===== src/rtl/unidade_controle_exp2.sv =====
// Moore control unit for the counter/comparator datapath: start, per-entry compare,
// then success, mismatch error or inactivity timeout.
module unidade_controle_exp2 #(
    parameter int TIMEOUT = 5000
) (
    input  logic       clock,
    input  logic       reset,
    input  logic       iniciar,
    input  logic       carga,
    input  logic       jogada,
    input  logic       igual,
    input  logic       fim,
    output logic       zera,
    output logic       carrega,
    output logic       conta,
    output logic       pronto,
    output logic       acertou,
    output logic       errou,
    output logic       timeout,
    output logic [3:0] db_estado
);

    typedef enum logic [3:0] {
        INICIAL = 4'b0000,
        PREPARA = 4'b0001,
        CARREGA = 4'b0010,
        ESPERA  = 4'b0011,
        COMPARA = 4'b0100,
        PROXIMO = 4'b0101,
        ACERTO  = 4'b1010,
        ERRO    = 4'b1110,
        TEMPO   = 4'b1111
    } estado_t;

    estado_t     estado, proximo;
    logic        jogada_d;
    logic [15:0] cnt_tempo;
    logic        jogada_borda;
    logic        expirou;

    assign jogada_borda = jogada & ~jogada_d;
    assign expirou      = (cnt_tempo == 16'(TIMEOUT - 1));

    always_comb begin
        proximo = INICIAL;
        case (estado)
            INICIAL, ACERTO, ERRO, TEMPO: begin
                if (iniciar)
                    proximo = carga ? CARREGA : PREPARA;
                else
                    proximo = estado;
            end
            PREPARA: proximo = ESPERA;
            CARREGA: proximo = ESPERA;
            // entry edge takes priority over a coincident timeout expiry
            ESPERA: begin
                if (jogada_borda)
                    proximo = COMPARA;
                else if (expirou)
                    proximo = TEMPO;
                else
                    proximo = ESPERA;
            end
            COMPARA: begin
                if (!igual)
                    proximo = ERRO;
                else if (fim)
                    proximo = ACERTO;
                else
                    proximo = PROXIMO;
            end
            PROXIMO: proximo = ESPERA;
            default: proximo = INICIAL;
        endcase
    end

    // Outputs are registered from the next state so they track the state register exactly.
    always_ff @(posedge clock) begin
        if (reset) begin
            estado    <= INICIAL;
            jogada_d  <= 1'b0;
            cnt_tempo <= 16'd0;
            zera      <= 1'b0;
            carrega   <= 1'b0;
            conta     <= 1'b0;
            pronto    <= 1'b0;
            acertou   <= 1'b0;
            errou     <= 1'b0;
            timeout   <= 1'b0;
            db_estado <= 4'b0000;
        end else begin
            estado    <= proximo;
            jogada_d  <= jogada;
            cnt_tempo <= (estado == ESPERA) ? cnt_tempo + 16'd1 : 16'd0;
            zera      <= (proximo == PREPARA);
            carrega   <= (proximo == CARREGA);
            conta     <= (proximo == PROXIMO);
            pronto    <= (proximo == ACERTO) || (proximo == ERRO) || (proximo == TEMPO);
            acertou   <= (proximo == ACERTO);
            errou     <= (proximo == ERRO) || (proximo == TEMPO);
            timeout   <= (proximo == TEMPO);
            db_estado <= proximo;
        end
    end

endmodule


===== config.mk =====
export PLATFORM = sky130hd
export DESIGN_NAME = unidade_controle_exp2
export DESIGN_NICKNAME = d
export VERILOG_FILES = /design/src/rtl/unidade_controle_exp2.sv
export SDC_FILE = /design/constraint.sdc
export NUM_CORES = 1
export LEC_CHECK = 0
export ABC_AREA = 1
export BUFFER_PORTS_ARGS = -buffer_cell sky130_fd_sc_hd__clkbuf_2
export CAP_MARGIN = 20
export CORE_UTILIZATION = 59
export CTS_BUF_LIST = sky130_fd_sc_hd__clkbuf_4
export DETAILED_ROUTE_END_ITERATION = 10
export GPL_ROUTABILITY_DRIVEN = 0
export PLACE_DENSITY = 0.84
export SYNTH_ARGS = -nofsm -noshare
export SYNTH_HDL_FRONTEND = slang
export SYNTH_SLANG_ARGS = --single-unit
export TNS_END_PERCENT = 100

===== constraint.sdc =====
create_clock -name clock -period 1.7 [get_ports clock]
set_input_delay 0.085 -clock clock [delete_from_list [all_inputs] [get_ports clock]]
set_output_delay 0.085 -clock clock [all_outputs]
set_load 0.05 [all_outputs]

==> summary.md <==
| Metric | Value |
|---|---|
| Ys async rst share | `0%` |
| Initial DRC count | `32` |
| Syn Inst Count | `206` |
| Row count | `17` |
| Diode count | `0` |
| Hold endpoint | `conta$_SDFF_PP0_` |
| P per Cell Area | `1000 mW/mm²` |
| Setup violators final | `0` |
| DR vias | `around 1300` |
| Layout area overhead | `11.2%` |
| Core Footprint | `between 0.002 and 0.0025 mm²` |
| Clk_lat worst skew | `0.32 ns` |
| Post_cts resized | `0` |
| EDFF count, synth | `0` |
| Min-delay src | `igual` |
| Largest fanout on the critical path | `6` |
| Reg2reg start | `cnt_tempo[0]$_SDFF_PP0_` |
| Final Hold Fails | `0` |
| Hold Slack | `0.0852 ns` |
| Largest net degree at the start of global routing | `16` |
| Initial Util | `62.5%` |
| Final worst-path cycle share | `between 80% and 90%` |
| HP Class | `input pin to flop` |
| Top-area cell type share of the netlist area | `41.0%` |
| Initial antenna violation count | `0` |
| CTS tree | `done` |
| Filler Cells Inserted | `196` |
| RSZ-0062 raised after global routing | `false` |
| Max Clk Rate | `0.672 GHz` |
| # placed instances | `250` |
| GRT Total Usage | `between 20% and 30%` |
| FF+latch count, synth | `28` |
| Pleak | `0.663 nW` |
| Vias per cell | `5.23` |
| Worst Setup Start Kind | `flop` |
| Max rail drop VDD | `1.12 mV` |
| Ranking of synthesized cells by area | `dfxtp_1, nand2_1, nor2_1` |
| Post-synthesis cell type count | `20` |
| Clock skew | `0.00751 ns` |
| Die ar. | `0.00252 mm²` |
| Drt pass-1 iters | `5` |
| Setup_tns | `0 ns` |
| Port Buffers | `17` |
| Placed wire-length estimate | `2170 µm` |
| Cell taking the most area after synthesis | `dfxtp_1` |
| Synth warn | `0` |
| Clock transition at path regs | `~0.14 ns` |
| Clk buf depth | `2` |
| Antenna viol nets, final | `0` |
| H-tree levels | `1` |
| Req. time, crit path | `1.93 ns` |
| Final Slew Violations | `0` |
| Nets@finish | `236` |
| Synth cell count leaders | `nand2_1, nor2_1, inv_1` |
| Slew HR | `76.7%` |
| Vias in the first global route | `1151` |
| Number of remaining DRC errors | `0` |
| Arrival time at the worst endpoint | `1.71 ns` |
| First-pass GRT wire length | `4650 µm` |
| Total power | `around 1.5 mW` |
| Total gr overflow | `0` |
| R2r setup slk | `0.21 ns` |
| Post-synthesis sequential area ratio | `41.0%` |
| Reg2reg end | `cnt_tempo[10]$_SDFF_PP0_` |
| Post-layout min period | `1.49 ns` |
| Worst Setup Path Type | `flop to flop` |
| Io pins | `18` |
| Drt total wl | `2800 µm` |
| R2R depth | `6` |
| Mapped Area | `0.00137 mm²` |
| Worst Setup End Kind | `flop` |
| Cell with the most instances after synthesis | `nand2_1` |
| Status | `completed` |
| Die H | `50.2 µm` |
| Clock sink count | `28` |
| Fraction of layout cells with a size suffix above 1 | `14.1%` |
| Syn_nets | `roughly 210` |
| WHS Path Cells | `3` |
| Clock Tree Root | `clkbuf_4` |
| Die X | `50.2 µm` |
| Ys flop type | `dfxtp_1` |
| Routed length per instance | `11.0 µm` |
| Slew @ Worst Pin | `0.347 ns` |
| Average size of a mapped cell | `around 6.6 µm²` |
| Max_cap viols | `0` |
| Non-Filler Instances | `around 260` |
| Num CTS Buffers | `3` |
-- final cells by class --
type	instances	area, µm²	area share [%]
multi-input combinational	141	669	44.0
clock inverter	1	3.75	0.247
tap	28	35.0	2.30
inverter	36	135	8.88
timing repair buffer	18	95.1	6.25
sequential	28	561	36.8
clock buffer	3	22.5	1.48
-- cell usage in the layout, fill, tap and decap left out --
cell,count
inv_1,34
ha_1,1
dlygate4sd3_1,1
clkbuf_4,3
a21oi_1,13
nor3_4,2
inv_2,2
clkbuf_2,17
nor3b_1,1
nand4_1,3
o21a_1,1
nor3_2,1
clkinv_1,1
dfxtp_1,28
nor2_2,2
nor3_1,2
o21ai_0,9
a211oi_1,1
nand2_2,3
nand2_1,44
nor2_4,2
nand3_1,19
nor2_1,37
-- cell families (layout without fill, tap and decap cells) --
logic type / after synthesis / count (layout) / share of synthesized area [%]
AO/OA/AOI/OAI: 24 / 24 / 9.14
adder cells (fa/ha/maj): 1 / 1 / 0.914
buffers and inverters: 37 / 58 / 10.1
flip-flops: 28 / 28 / 41.0
AND/OR/NAND/NOR: 116 / 116 / 38.8
-- metal layers --
metal  vias to the layer above  share of wire (%)  GRT usage, %
met2                        41                 46          40.2
met4                         0               0.54          8.10
met3                         4                5.8          4.55
li1                        690                  -             -
met5                         -                  0             0
met1                       599                 47          31.7
-- stage by stage --
step	setup slack, ns	instance area (µm²)	util, %
finish	0.213	1520	69.4
CTS	0.215	1520	69.4
global placement	0.344	1490	67.8
global route	0.0782	1520	69.4
floorplan	0.163	1370	-
detailed placement	0.233	1490	67.8
-- flip-flops by register name (all words and copies together) (netlist names) --
register,cells
acertou,1
carrega,1
cnt_tempo,16
conta,1
errou,1
estado,4
jogada_d,1
pronto,1
timeout,1
zera,1
-- where the power goes --
| group | leakage, nW | switching [mW] | internal (mW) |
|---|---|---|---|
| registers | 0.227 | 0.0382 | 0.702 |
| clock network | 0.0154 | 0.185 | 0.0861 |
| logic | 0.421 | 0.378 | 0.133 |
-- worst max-delay path, cell delays in order, from the launching register on --
cell,delay [ns]
dfxtp_1,0.37
ha_1,0.20
nand3_1,0.20
nor3_4,0.27
nand3_1,0.14
o21ai_0,0.16
a21oi_1,0.06
-- how the worst max path moves through the flow --
| stage | slack, ns | endpoint | from |
|---|---|---|---|
| floorplan | 0.16 | carrega$_SDFF_PP0_ | estado[0]$_SDFF_PP0_ |
| global placement | 0.34 | cnt_tempo[10]$_SDFF_PP0_ | cnt_tempo[0]$_SDFF_PP0_ |
| detailed placement | 0.23 | cnt_tempo[10]$_SDFF_PP0_ | cnt_tempo[0]$_SDFF_PP0_ |
| CTS | 0.21 | cnt_tempo[10]$_SDFF_PP0_ | cnt_tempo[0]$_SDFF_PP0_ |
| global route | 0.08 | cnt_tempo[10]$_SDFF_PP0_ | cnt_tempo[0]$_SDFF_PP0_ |
| finish | 0.21 | cnt_tempo[10]$_SDFF_PP0_ | cnt_tempo[0]$_SDFF_PP0_ |
-- what timing repair did --
item,CTS,global route
setup buffers,0,0
hold buffers,1,0
endpoints found under the hold margin,1,0
Note: power is estimated with default switching activity, not from simulation.
